File: src/rtl/mips_avalon_mem_ctrl.sv
// mips_avalon_mem_ctrl
//   Multi-cycle Avalon-MM master between the MIPS core datapath and the memory bus.
//   It accepts one byte/half/word load or store at a time and issues one word-aligned
//   bus transaction for it. Store data is replicated onto the byte lanes and the lanes
//   are selected with byteenable. Load data is taken from the selected lane(s) and then
//   sign- or zero-extended. Misaligned requests and bus timeouts end with an error response.
//
// Ports
//   clk, reset                 rising-edge clock, synchronous active-high reset
//   req_valid / req_ready      core request handshake
//   req_write, req_size,
//   req_signed, req_addr,
//   req_wdata                  request fields, latched when the request is accepted
//   rsp_valid / rsp_err /
//   rsp_rdata                  one-cycle completion pulse, error flag and extended load data
//   address, read, write,
//   writedata, byteenable      Avalon-MM master command outputs (all registered)
//   waitrequest, readdata      Avalon-MM slave responses
module mips_avalon_mem_ctrl #(
  parameter int ADDR_WIDTH     = 32,
  parameter bit BIG_ENDIAN     = 1'b0,
  parameter int TIMEOUT_CYCLES = 1024
) (
  input  logic                  clk,
  input  logic                  reset,
  input  logic                  req_valid,
  output logic                  req_ready,
  input  logic                  req_write,
  input  logic [1:0]            req_size,
  input  logic                  req_signed,
  input  logic [ADDR_WIDTH-1:0] req_addr,
  input  logic [31:0]           req_wdata,
  output logic                  rsp_valid,
  output logic                  rsp_err,
  output logic [31:0]           rsp_rdata,
  output logic [ADDR_WIDTH-1:0] address,
  output logic                  read,
  output logic                  write,
  input  logic                  waitrequest,
  output logic [31:0]           writedata,
  output logic [3:0]            byteenable,
  input  logic [31:0]           readdata
);

  localparam int CNT_W = (TIMEOUT_CYCLES > 1) ? $clog2(TIMEOUT_CYCLES + 1) : 1;
  // Abort happens on the wait cycle that brings the count up to TIMEOUT_CYCLES.
  localparam logic [CNT_W-1:0] CNT_LAST = (TIMEOUT_CYCLES > 0) ? CNT_W'(TIMEOUT_CYCLES - 1) : '0;

  typedef enum logic [1:0] {
    IDLE   = 2'd0,
    ACCESS = 2'd1,
    RESP   = 2'd2
  } state_t;

  state_t                  state_q, state_d;
  logic                    wr_q, wr_d;
  logic [1:0]              size_q, size_d;
  logic                    sgn_q, sgn_d;
  logic [1:0]              lo_q, lo_d;
  logic [CNT_W-1:0]        cnt_q, cnt_d;
  logic                    read_q, read_d;
  logic                    write_q, write_d;
  logic [ADDR_WIDTH-1:0]   address_q, address_d;
  logic [31:0]             writedata_q, writedata_d;
  logic [3:0]              byteenable_q, byteenable_d;
  logic                    rsp_err_q, rsp_err_d;
  logic [31:0]             rsp_rdata_q, rsp_rdata_d;

  // Lane placement for the incoming request
  logic [1:0]  in_lane;
  logic        in_half;
  logic        in_misaligned;
  logic [3:0]  in_be;
  logic [31:0] in_wdata;

  always_comb begin
    in_lane       = BIG_ENDIAN ? (2'd3 - req_addr[1:0]) : req_addr[1:0];
    in_half       = BIG_ENDIAN ? ~req_addr[1] : req_addr[1];
    in_misaligned = (req_size == 2'b11) ||
                    ((req_size == 2'b01) && req_addr[0]) ||
                    ((req_size == 2'b10) && (req_addr[1:0] != 2'b00));
    case (req_size)
      2'b00: begin
        in_be    = 4'b0001 << in_lane;
        in_wdata = {4{req_wdata[7:0]}};
      end
      2'b01: begin
        in_be    = in_half ? 4'b1100 : 4'b0011;
        in_wdata = {2{req_wdata[15:0]}};
      end
      default: begin
        in_be    = 4'b1111;
        in_wdata = req_wdata;
      end
    endcase
  end

  // Load extraction from the latched offset/size of the accepted request
  logic [1:0]  ld_lane;
  logic        ld_half;
  logic [7:0]  ld_byte;
  logic [15:0] ld_hword;
  logic [31:0] ld_data;

  always_comb begin
    ld_lane = BIG_ENDIAN ? (2'd3 - lo_q) : lo_q;
    ld_half = BIG_ENDIAN ? ~lo_q[1] : lo_q[1];
    case (ld_lane)
      2'd0:    ld_byte = readdata[7:0];
      2'd1:    ld_byte = readdata[15:8];
      2'd2:    ld_byte = readdata[23:16];
      default: ld_byte = readdata[31:24];
    endcase
    ld_hword = ld_half ? readdata[31:16] : readdata[15:0];
    case (size_q)
      2'b00:   ld_data = {{24{sgn_q & ld_byte[7]}}, ld_byte};
      2'b01:   ld_data = {{16{sgn_q & ld_hword[15]}}, ld_hword};
      default: ld_data = readdata;
    endcase
  end

  always_comb begin
    state_d      = state_q;
    wr_d         = wr_q;
    size_d       = size_q;
    sgn_d        = sgn_q;
    lo_d         = lo_q;
    cnt_d        = cnt_q;
    read_d       = read_q;
    write_d      = write_q;
    address_d    = address_q;
    writedata_d  = writedata_q;
    byteenable_d = byteenable_q;
    rsp_err_d    = rsp_err_q;
    rsp_rdata_d  = rsp_rdata_q;

    case (state_q)
      IDLE: begin
        if (req_valid) begin
          wr_d   = req_write;
          size_d = req_size;
          sgn_d  = req_signed;
          lo_d   = req_addr[1:0];
          cnt_d  = '0;
          if (in_misaligned) begin
            // Rejected without touching the bus
            state_d     = RESP;
            rsp_err_d   = 1'b1;
            rsp_rdata_d = '0;
          end else begin
            state_d      = ACCESS;
            read_d       = ~req_write;
            write_d      = req_write;
            address_d    = {req_addr[ADDR_WIDTH-1:2], 2'b00};
            writedata_d  = in_wdata;
            byteenable_d = in_be;
          end
        end
      end

      ACCESS: begin
        if (!waitrequest) begin
          state_d     = RESP;
          read_d      = 1'b0;
          write_d     = 1'b0;
          rsp_err_d   = 1'b0;
          rsp_rdata_d = wr_q ? 32'h0 : ld_data;
        end else begin
          cnt_d = cnt_q + 1'b1;
          if ((TIMEOUT_CYCLES != 0) && (cnt_q == CNT_LAST)) begin
            state_d     = RESP;
            read_d      = 1'b0;
            write_d     = 1'b0;
            rsp_err_d   = 1'b1;
            rsp_rdata_d = '0;
          end
        end
      end

      RESP: begin
        state_d     = IDLE;
        rsp_err_d   = 1'b0;
        rsp_rdata_d = '0;
      end

      default: state_d = IDLE;
    endcase
  end

  always_ff @(posedge clk) begin
    if (reset) begin
      state_q      <= IDLE;
      wr_q         <= 1'b0;
      size_q       <= 2'b00;
      sgn_q        <= 1'b0;
      lo_q         <= 2'b00;
      cnt_q        <= '0;
      read_q       <= 1'b0;
      write_q      <= 1'b0;
      address_q    <= '0;
      writedata_q  <= '0;
      byteenable_q <= '0;
      rsp_err_q    <= 1'b0;
      rsp_rdata_q  <= '0;
    end else begin
      state_q      <= state_d;
      wr_q         <= wr_d;
      size_q       <= size_d;
      sgn_q        <= sgn_d;
      lo_q         <= lo_d;
      cnt_q        <= cnt_d;
      read_q       <= read_d;
      write_q      <= write_d;
      address_q    <= address_d;
      writedata_q  <= writedata_d;
      byteenable_q <= byteenable_d;
      rsp_err_q    <= rsp_err_d;
      rsp_rdata_q  <= rsp_rdata_d;
    end
  end

  assign req_ready  = (state_q == IDLE);
  assign rsp_valid  = (state_q == RESP);
  assign rsp_err    = rsp_err_q;
  assign rsp_rdata  = rsp_rdata_q;
  assign address    = address_q;
  assign read       = read_q;
  assign write      = write_q;
  assign writedata  = writedata_q;
  assign byteenable = byteenable_q;

endmodule

File: config.mk
export PLATFORM = sky130hd
export DESIGN_NAME = mips_avalon_mem_ctrl
export DESIGN_NICKNAME = d
export VERILOG_FILES = /design/src/rtl/mips_avalon_mem_ctrl.sv
export SDC_FILE = /design/constraint.sdc
export NUM_CORES = 1
export LEC_CHECK = 0
export ABC_CLOCK_PERIOD_IN_PS = 3100
export CORE_AREA = 2 2 112 114
export DETAILED_ROUTE_END_ITERATION = 8
export DIE_AREA = 0 0 114 116
export PLACE_DENSITY = 0.86
export SETUP_SLACK_MARGIN = 0.05
export SYNTH_ARGS = -nofsm -noshare
export SYNTH_HDL_FRONTEND = slang
export SYNTH_SLANG_ARGS = --single-unit
export TNS_END_PERCENT = 20
File: constraint.sdc
create_clock -name clk -period 3.1 [get_ports clk]
set_input_delay 0.31 -clock clk [delete_from_list [all_inputs] [get_ports clk]]
set_output_delay 0.31 -clock clk [all_outputs]
set_load 0.005 [all_outputs]
==> results.cfg <==
[yosys]
yosys_register_bits = 120
yosys_warnings = 0
yosysTopAreaCellShare_pct = 42.6
synth_flop_cell = dfxtp_1
synth_common_cells = nand2_1 (123), dfxtp_1 (120), a21oi_1 (69)
avgSynthCellArea_sq_um = 8.31
yosysMostFrequentCell = nand2_1
syn_area_sq_mm = 0.00564
synth_cells = 679
synth-edff-count = 0
synthArstFlopShare_pct = 0
synth_area_leaders = dfxtp_1 (43%), nand2_1 (8.2%), a21oi_1 (6.1%)
yosysUniqueCellTypes = 62
ys_seq_area_share_pct = 42.6
synth_top_area_cell = dfxtp_1

[clock_tree]
cts_tree = done
clock_sinks = 120
cts_setup_buffers = 0
cts-root-buf = clkbuf_16
htreeDepth = 4
clock_latency_ns = 0.42
clk_path_buf_depth = 2
clkTransAtPathRegs_ns = 0.05
numCtsBuffers = 17
cts_hold_buf = 0
cts_resized = 0

[global_route]
gr-total-overflow = 0
first_global_vias = 5410
track_usage_pct = 25.8
grt_antenna_before_repair = 0
grt_pass1_wl_um = 26600
grt_max_degree = 85

[detailed_routing]
drtAntennaViolNets = 0
via_count = 5678
vias_per_cell = 5.58
routedWlPerCell_um = 16.8
drc_errors = 0
drt_pass1_iterations = 5
wl_um = 17100
first_iter_violations = 441

[layout]
area_delta_synth_final_pct = 46.9
num_antenna_cells = 0
nFillCells = 902
final_cells = 1018
finalNetCount = 963
drive_above_1_share_pct = 8.15
layout.core_utilization_pct = 69.6

[timing]
rsz0062_at_grt = no
finalHoldViolCount = 0
fin_skew_ns = 0.00708
slew_violations = 0
post-route-min-period_ns = 2.25
worstMarginPinSlew_ns = 0.930
slew_headroom_pct = 37.7
setup_violations = 0
timing.fmax_mhz = 445
fin_tns_setup_ns = 0
period_share_pct = 72.5

[setup_path]
startpoint_type = register
crit_chain = or4b_4 > nor3b_4 > a22oi_1 > o22ai_1
critical_path_class = register to register
critPathMaxFanout = 16
worstSetupEndpointType = register
startpoint = state_q[0]$_SDFFE_PP0P_
cpPeakStageDelay_ns = 0.60
critPathBufInv = 0
crit_required_ns = 3.44
crit_family = simple AND/OR/NAND/NOR gates
slowest_stage = nor3b_4
rr_startpoint = state_q[0]$_SDFFE_PP0P_
arrival_ns = 2.58

[run_status]
outcome = finished, final reports clean

[placed_design]
hpwl_um = 11700
dp.cells = 986
gp_congestion = 0.845
port_buffers = 206

[job]
maxCapViolCount = 0

[hold_path]
worstHoldPathType = input pin to register
min_from = req_addr[19]

[floorplan]
rows = 40
die_area_sq_mm = 0.0132
initial_utilization_pct = 47.4
die_y_um = 116
fp.dieW_um = 114
coreArea_sq_mm = 0.0119
ios = 209

[power_and_ir_drop]
power_frac_clock_pct = 44.3
p_sw_share_pct = 25.2
cellPowerDensity_mw_per_mm2 = 507
combPwrFrac_pct = 16.2
p_switching_mw = 1.06
ir_drop_mv = 0.378
leakagePower_nw = 2.91
p_seq_share_pct = 39.5
internal_power_mw = 3.14
-- stage by stage --
| step | hold slack [ns] | area, sq um | power [mW] | setup WS [ns] |
|---|---|---|---|---|
| 2_1_floorplan | 0.446 | 5640 | 2.01 | 1.27 |
| 3_3_place_gp | 0.441 | 7720 | 2.36 | 0.645 |
| 3_5_place_dp | 0.446 | 7720 | 2.36 | 0.542 |
| 4_1_cts | 0.421 | 8290 | 4.22 | 0.898 |
| 5_1_grt | 0.438 | 8290 | 4.36 | 0.725 |
| 6_report | 0.435 | 8290 | 4.20 | 0.854 |
-- power groups by stage --
| stage | logic [mW] | clock network, mW | registers, mW |
|---|---|---|---|
| after floorplan | 0.329 | 0 | 1.69 |
| after global placement | 0.667 | 0 | 1.69 |
| after detailed placement | 0.671 | 0 | 1.69 |
| after CTS | 0.678 | 1.89 | 1.66 |
| after global routing | 0.735 | 1.96 | 1.67 |
| final | 0.680 | 1.86 | 1.66 |
-- worst paths after layout --
check / to / slack [ns] / cells after the start
max: rsp_rdata[20]$_SDFFE_PP0P_ / 0.85 / 4
min reg2reg: writedata[24]$_SDFFE_PP0P_ / 0.45 / 2
min: address[19]$_SDFFE_PP0P_ / 0.44 / 3
max reg2reg: rsp_rdata[20]$_SDFFE_PP0P_ / 0.85 / 4
-- cell families (layout without fill, tap and decap cells) --
| family | Yosys count | after routing | share of synthesized area (%) |
|---|---|---|---|
| AO/OA/AOI/OAI | 192 | 192 | 23.0 |
| XOR/XNOR | 5 | 5 | 0.776 |
| adder cells (fa/ha/maj) | 1 | 1 | 0.222 |
| buffers and inverters | 78 | 269 | 6.06 |
| flip-flops | 120 | 120 | 42.6 |
| multiplexers | 31 | 31 | 6.12 |
| other | 1 | 2 | 0.0665 |
| AND/OR/NAND/NOR | 251 | 251 | 21.2 |
-- routing by layer --
layer  share of wire (%)  GRT usage, %  vias to the layer above
met4                 3.4          12.4                        0
li1                    -             -                     2746
met5                   0             0                        -
met3                  12          11.5                       42
met2                  47          40.7                      298
met1                  38          30.0                     2592
-- cell type report --
type | instances | area, sq um | share of cell area [%]
multi-input combinational | 482 | 2910 | 35.2
sequential | 120 | 2400 | 29.0
timing repair buffer | 216 | 2150 | 25.9
clock buffer | 24 | 492 | 5.93
tap | 147 | 184 | 2.22
inverter | 21 | 78.8 | 0.951
clock inverter | 8 | 70.1 | 0.846
-- cells in the final DEF (no fill, tap or decap), types with 11 or more instances in the layout --
cell type	instances
inv_1	21
clkdlybuf4s50_1	205
clkbuf_16	17
dfxtp_1	120
nand2b_1	26
nand3_1	12
mux2i_1	21
a22oi_1	16
a211oi_1	11
o21ai_0	25
nor2_1	47
nand2_1	123
a21oi_1	69
-- state kept, by name (all words and copies together) (netlist names) --
name        count
read            1
rsp_rdata      32
byteenable      4
state_q         2
address        30
size_q          2
write           1
rsp_err         1
sgn_q           1
writedata      32
wr_q            1
cnt_q          11
ld_lane         2
-- worst min-delay path, cell delays in order --
cell             delay (ns)
clkdlybuf4s50_1        0.39
nand2_1                0.06
a21oi_1                0.05
Note: power is estimated with default switching activity, not from simulation.
